===== config.mk =====
export PLATFORM = sky130hd
export DESIGN_NAME = tt_scan_collector
export DESIGN_NICKNAME = d
export VERILOG_FILES = /design/src/rtl/tt_scan_collector.sv
export SDC_FILE = /design/constraint.sdc
export NUM_CORES = 1
export LEC_CHECK = 0
export ABC_AREA = 1
export BUFFER_PORTS_ARGS = -buffer_cell sky130_fd_sc_hd__buf_2
export CORE_AREA = 2 2 135 137
export DETAILED_ROUTE_END_ITERATION = 7
export DIE_AREA = 0 0 137 139
export PLACE_DENSITY_LB_ADDON = 0.12
export REMOVE_ABC_BUFFERS = 1
export SLEW_MARGIN = 20
export SYNTH_ARGS = -nofsm -noshare
export SYNTH_HDL_FRONTEND = slang
export SYNTH_SLANG_ARGS = --single-unit

===== constraint.sdc =====
create_clock -name clk -period 5.75 [get_ports clk]
set_clock_uncertainty 0.1 [all_clocks]
set_input_delay 0 -clock clk [delete_from_list [all_inputs] [get_ports clk]]
set_output_delay 0 -clock clk [all_outputs]
set_load 0.01 [all_outputs]

===== src/rtl/tt_scan_collector.sv =====
// rtl/tt_scan_collector.sv - enumerates 128 patterns on x and captures f_in into a truth table
// Optional ones counter enabled by defining TT_POPCOUNT_EN; otherwise ones_count is tied to 0.
module tt_scan_collector #(
    parameter int unsigned SETTLE = 0,
    parameter int unsigned N_PAT  = 128
) (
    input  logic         clk,
    input  logic         rst,
    input  logic         start,
    output logic [6:0]   x,
    input  logic         f_in,
    output logic         busy,
    output logic         done,
    output logic [127:0] tt,
    output logic [7:0]   ones_count
);
    typedef enum logic [1:0] {S_IDLE, S_SCAN, S_DONE} state_t;

    localparam logic [3:0] SETTLE_W = 4'(SETTLE);
    localparam logic [6:0] LAST_IDX = 7'(N_PAT - 1);

    state_t       state_q, state_d;
    logic [6:0]   idx_q, idx_d;
    logic [3:0]   wait_q, wait_d;
    logic [127:0] tt_q, tt_d;

    always_ff @(posedge clk or posedge rst) begin
        if (rst) begin
            state_q <= S_IDLE;
            idx_q   <= '0;
            wait_q  <= '0;
            tt_q    <= '0;
        end else begin
            state_q <= state_d;
            idx_q   <= idx_d;
            wait_q  <= wait_d;
            tt_q    <= tt_d;
        end
    end

    always_comb begin
        state_d = state_q;
        idx_d   = idx_q;
        wait_d  = wait_q;
        tt_d    = tt_q;
        case (state_q)
            S_IDLE, S_DONE: begin
                if (start) begin
                    state_d = S_SCAN;
                    idx_d   = '0;
                    wait_d  = SETTLE_W;
                    tt_d    = '0;
                end
            end
            S_SCAN: begin
                if (wait_q != 4'd0) begin
                    wait_d = wait_q - 4'd1;
                end else begin
                    tt_d[idx_q] = f_in;
                    // Termination is decided before incrementing so idx never wraps inside a scan.
                    if (idx_q == LAST_IDX) begin
                        state_d = S_DONE;
                    end else begin
                        idx_d  = idx_q + 7'd1;
                        wait_d = SETTLE_W;
                    end
                end
            end
            default: state_d = S_IDLE;
        endcase
    end

    // x follows idx directly: 0 after reset/start, holds the last pattern in DONE.
    assign x    = idx_q;
    assign busy = (state_q == S_SCAN);
    assign done = (state_q == S_DONE);
    assign tt   = tt_q;

`ifdef TT_POPCOUNT_EN
    logic [7:0] cnt_q;
    logic       clear;
    logic       capture;

    assign clear   = (state_q != S_SCAN) && start;
    assign capture = (state_q == S_SCAN) && (wait_q == 4'd0);

    always_ff @(posedge clk or posedge rst) begin
        if (rst) begin
            cnt_q <= '0;
        end else if (clear) begin
            cnt_q <= '0;
        end else if (capture && f_in) begin
            cnt_q <= cnt_q + 8'd1;
        end
    end

    assign ones_count = cnt_q;
`else
    assign ones_count = 8'd0;
`endif

endmodule


==> flow_summary_export.csv, run 1 <==
group,metric,value,unit
setup_path,r2r_setup_slack,2.84,ns
clocking,htreeDepth,4,
setup_path,path_cells,"nand2_4 -> buf_4 -> inv_1 -> nand2_1 -> nand2_1 -> inv_1 -> nand2_1 -> nand2_1 -> nand2_1",
power,ir_drop,330,µV
timing,slew_viol_final,0,
synthesis,synthMuxAreaShare,0,%
synthesis,synth_compound_area_share,9.34,%
clocking,clk_path_buf_depth,2,
final_layout,fin_cells,1322,
placed_design,placed_area,0.00791,mm²
floorplanning,die_area,0.0190,mm²
clocking,cts.sinks,141,
floorplanning,ios,149,
synthesis,netlist_instances,986,
grt,antenna_found_initial,0,
floorplanning,rows,49,
timing,timing.final.ws_setup,2.84,ns
floorplanning,coreArea,0.0177,mm²
route,wirelength,20600,µm
synthesis,synth-adder-area-share,0.514,%
grt,grt_pass1_wl,33200,µm
setup_path,crit_fanout,75,
grt,grt_pass1_vias,6042,
setup_path,cp_common_cell,"nand2_1",
setup_path,path_delay_family,"simple AND/OR/NAND/NOR gates",
timing,fin_crit_sh,50.6,%
setup_path,crit_type,"register to register",
final_layout,final.fill_count,1791,
clocking,clk-insertion-delay-late,0.42,ns
synthesis,ys_types,21,
route,dr.pass1.iters,6,
timing,clock.fmax,344,MHz
synthesis,synth_top_family_by_area,"simple AND/OR/NAND/NOR gates",
clocking,clkTransAtPathRegs,0.06,ns
timing,hold_slack,0.0615,ns
timing,setup_tns,0,ns
final_layout,design_area,0.00850,mm²
floorplanning,die_width,137,µm
timing,min_period,2.91,ns
placed_design,hpwl,12100,µm
grt,grt_use_total,22.3,%
timing,rsz0062_at_grt,"no",
setup_path,slowest_stage,"buf_4",
grt,grt_remaining_overflow,0,
floorplanning,dieHeight,139,µm
floorplanning,initial_utilization,41.4,%
final_layout,antennaDiodeCount,0,
placed_design,port-buffer-count,140,
timing,slew_headroom,22.1,%
power,power.total,3.01,mW
run_status,outcome,"finished clean",
synthesis,synth_simple_gate_area_share,33.8,%
final_layout,drive_gt1_share,16.2,%
placed_design,pre_cts_ws,2.91,ns
power,p_per_area,354,mW/mm²
setup_path,end_kind,"register",
flow_run,maxCapViolCount,0,
synthesis,syn_avg_cell_area,7.41,µm²
route,drt_iter0_drc,688,
synthesis,ys_seq_area_share,48.3,%
clocking,cts_buffers,17,
placed_design,gp_congestion,0.805,
route,drc,0,
final_layout,multi_input_area,0.00326,mm²
synthesis,synth_area,0.00730,mm²
setup_path,max_stage_delay,0.63,ns
route,ant_nets,0,
route,via_count,6823,
synthesis,synth_xor_area_share,0.360,%
final_layout,area_growth,16.3,%
final_layout,fin_nets,1090,
final_layout,fin_util,48.1,%
setup_path,worstPathRequired,5.96,ns
hold_path,hp-class,"input port to register",
grt,grt_max_degree,257,
synthesis,postSynthRegisterBits,141,
setup_path,crit_buf_inv,3,
timing,hold_viol,0,
route,viasPerCell,5.16,
final_layout,regArea,0.00353,mm²
synthesis,yosys_warnings,0,
route,wl_per_cell,15.6,µm
timing,setup_violations,0,
placed_design,dpl.cell_count,1291,
power,leakagePower,4.58,nW
clocking,ctsRootBufferMaster,"clkbuf_16",
clocking,cts_tree,"yes",
timing,tightestPinTransition,1.17,ns
setup_path,worstSetupStartpointType,"register",
setup_path,arrival,3.12,ns
## repair_timing
| item | CTS | global route |
|---|---|---|
| gates resized for setup | 0 | 0 |
| hold endpoints to repair | 73 | 0 |
| buffers inserted | 0 | 0 |
| hold buffers | 2 | 0 |
| endpoints found under the setup margin | 0 | 0 |
## worst register-to-register path, stage by stage, from the launching register on
cell     delay [ns]
dfrtp_1        0.44
nand2_4        0.61
buf_4          0.67
inv_1          0.24
nand2_1        0.17
nand2_1        0.09
inv_1          0.15
nand2_1        0.18
nand2_1        0.10
nand2_1        0.05
## flip-flops by register name (all words and copies together) (netlist names)
register and count:
tt 128, x 7, wait_q 4, state_q 2
## synth_stat cells
cell type	count	share of area [%]
nand3_1	141	9.7
o21ai_1	34	2.3
nor2_1	149	7.7
nand4_1	1	0.086
dfrtp_1	141	48
nand2_2	1	0.086
nand2_1	313	16
nor3_1	2	0.14
ha_1	3	0.51
xor2_1	2	0.24
buf_4	18	1.8
inv_2	2	0.10
xnor2_1	1	0.12
conb_1	1	0.051
o21ai_0	99	6.8
clkbuf_1	14	0.72
buf_6	12	1.8
o21ai_4	1	0.22
nand3b_1	1	0.10
inv_1	19	0.98
buf_2	31	2.1
## cells in the final DEF (no fill, tap or decap), drive strengths merged
| cell type | count |
|---|---|
| nand4 | 1 |
| dlygate4sd3 | 2 |
| clkbuf | 22 |
| nand3 | 141 |
| o21ai | 134 |
| buf | 144 |
| clkinvlp | 2 |
| inv | 21 |
| ha | 3 |
| xor2 | 2 |
| nand2 | 314 |
| nand3b | 1 |
| conb | 8 |
| xnor2 | 1 |
| dfrtp | 141 |
| bufinv | 2 |
| nor3 | 2 |
| clkinv | 3 |
| nor2 | 149 |
## layer usage
metal	wire, µm	up-vias	part of all wire, %	track usage (%)
li1	-	3383	-	-
met1	9480	3185	46	32.3
met2	9300	231	45	32.8
met3	1480	24	7.2	5.23
met4	359	0	1.7	7.00
met5	0	-	0	0
## logic make-up (layout without fill, tap and decap cells)
| logic type | count (synthesis) | in the layout |
|---|---|---|
| AO/OA/AOI/OAI | 134 | 134 |
| adder cells (fa/ha/maj) | 3 | 3 |
| flip-flops | 141 | 141 |
| AND/OR/NAND/NOR | 608 | 608 |
| XOR/XNOR | 3 | 3 |
| other | 1 | 8 |
| buffers and inverters | 96 | 196 |
## power breakdown
group          switching (mW)  total (mW)  internal (mW)
combinational           0.630       0.806          0.177
sequential             0.0666        1.12           1.05
clock                   0.420        1.08          0.663
total                    1.12        3.01           1.89
## layout make-up
| cell class | instances | share of cell area (%) |
|---|---|---|
| Clock inverter | 7 | 1.06 |
| Multi-Input combinational cell | 756 | 38.3 |
| Sequential cell | 141 | 41.5 |
| Inverter | 21 | 0.987 |
| Tap cell | 229 | 3.37 |
| Clock buffer | 22 | 5.58 |
| Timing Repair Buffer | 146 | 9.13 |
## final timing paths
check,startpoint,end,depth (start not counted)
max in group asynchronous,rst,tt[49],4
setup / recovery,state_q[0],x[5],9
hold reg to reg,tt[74],tt[74],2
min in group asynchronous,rst,tt[52],3
hold / removal,f_in,tt[33],5
setup reg to reg,state_q[0],x[5],9
Power figures use the tool's default switching activity.
==> inputs of run 2 (changes only) <==
clock period = 2.6 ns   (was 5.75 ns; I/O delays follow)
==> run 2 against run 1 <==
  * Non-clock buffer count increased by 18
  * Sequential share of layout area decreased by 0.64 points
  * Combinational power increased by 140%
  * Via count increased by 0.47%
  * Flip-flop and latch count unchanged
  * Power increased by 120%
  * Design area increased by 1.6%
==> flow_summary_export.csv, run 2 (synthesized netlist as in run 1, its figures left out) <==
group,metric,value,unit
route,ant_nets,0,
timing,tightestPinTransition,0.717,ns
setup_path,crit_type,"register to register",
timing,min_period,1.96,ns
route,via_count,6855,
final_layout,layout.cells.most_common,"nand2_1",
timing,hold_slack,0.127,ns
floorplanning,dieHeight,139,µm
setup_path,end_kind,"register",
grt,grt_use_total,22.8,%
timing,rsz0062_at_grt,"no",
setup_path,arrival,2.21,ns
grt,grt_remaining_overflow,0,
grt,grt_pass1_vias,6135,
run_status,outcome,"finished clean",
floorplanning,initial_utilization,41.4,%
setup_path,crit_fanout,65,
final_layout,area_growth,18.1,%
placed_design,gp_congestion,0.845,
timing,slew_viol_final,0,
placed_design,hpwl,13400,µm
hold_path,hp-class,"input port to async pin",
timing,fin_crit_sh,75.5,%
route,drt_iter0_drc,641,
clocking,clk-insertion-delay-late,0.43,ns
power,leakagePower,4.66,nW
route,viasPerCell,5.11,
timing,setup_violations,0,
clocking,clkTransAtPathRegs,0.06,ns
floorplanning,ios,149,
grt,grt_pass1_wl,33800,µm
power,ir_drop,616,µV
route,drc,0,
setup_path,worstPathRequired,2.85,ns
timing,clock.fmax,510,MHz
placed_design,pre_cts_ws,0.633,ns
floorplanning,die_width,137,µm
timing,slew_headroom,52.2,%
timing,hold_viol,0,
clocking,clk_path_buf_depth,2,
floorplanning,rows,49,
flow_run,maxCapViolCount,0,
clocking,htreeDepth,4,
grt,antenna_found_initial,0,
grt,grt_max_degree,111,
clocking,ctsRootBufferMaster,"clkbuf_16",
final_layout,largest_reg_flops,128,
final_layout,drive_gt1_share,17.4,%
setup_path,rr_worst_depth,6,
clocking,post-cts-setup-buffers,0,
route,wl_per_cell,15.8,µm
final_layout,fin_nets,1108,
clocking,cts_tree,"yes",
final_layout,antennaDiodeCount,0,
placed_design,port-buffer-count,140,
clocking,cts_buffers,17,
timing,timing.final.ws_setup,0.638,ns
route,dr.pass1.iters,5,
route,wirelength,21100,µm
power,p_per_area,774,mW/mm²
final_layout,final.fill_count,1804,
timing,setup_tns,0,ns
clocking,cts.sinks,141,
floorplanning,coreArea,0.0177,mm²
clocking,ctsResizeCount,0,
final_layout,most-common-layout-cells,"313 x nand2_1, 148 x nor2_1, 141 x nand3_1, 141 x dfrtp_1, 140 x buf_2",
floorplanning,die_area,0.0190,mm²
setup_path,worstSetupStartpointType,"register",
final_layout,fin_util,48.9,%
-- run 2: changes by cell type in the layout (fill, tap and decap cells not counted) --
cell / delta
clkinv_2: +1
buf_4: +16
clkbuf_1: +3
bufinv_16: -1
clkbuf_8: -1
buf_12: +2
-- run 2: worst paths after layout --
kind,from,to,slack [ns]
setup / recovery,state_q[0],wait_q[3],0.64
hold / removal,rst,tt[44],0.13
setup reg to reg,state_q[0],wait_q[3],0.64
hold reg to reg,tt[73],tt[73],0.36
max in group asynchronous,rst,tt[115],1.45
min in group clk,f_in,tt[54],0.18
-- run 2: area by class of cell --
cell class	instances	area, µm²	share of cell area, %
clock inverters	7	65.1	0.754
flip-flops and latches	141	3530	40.9
repair buffers	164	936	10.8
multi-input cells	756	3260	37.8
clock buffers	24	472	5.47
inverters	21	83.8	0.971
well taps	229	287	3.32
-- run 2: repair_timing --
item / 4_1_cts / 5_1_grt
hold endpoints to repair: 73 / 0
hold buffers: 2 / 0
setup endpoints to repair: 0 / 0
-- run 2: critical path, stage by stage, from the launching register on --
cell	delay, ns
dfrtp_1	0.44
nand2_4	0.30
buf_4	0.57
nand2_1	0.10
nand2_1	0.18
nand2_1	0.07
o21ai_0	0.07
-- run 2: metrics by stage --
step / cells / cell area [µm²] / total power, mW
after floorplan: 918 / 6850 / 3.62
after global placement: 1309 / 8070 / 4.43
after detailed placement: 1309 / 8070 / 4.44
after CTS: 1342 / 8630 / 6.72
after global routing: 1342 / 8630 / 7.05
final: 1342 / 8630 / 6.68
-- run 2: report_power, final --
group	internal (mW)	switching, mW	total, mW
logic	0.511	1.41	1.92
registers	2.33	0.152	2.48
clock network	1.35	0.924	2.28
-- run 2: metal layers --
metal  up-vias  track usage (%)  share of wire (%)
li1       3426                -                  -
met1      3220             33.1                 47
met2       181             33.9                 45
met3        28             4.75                5.8
met4         0             7.65                2.0
met5         -                0                  0
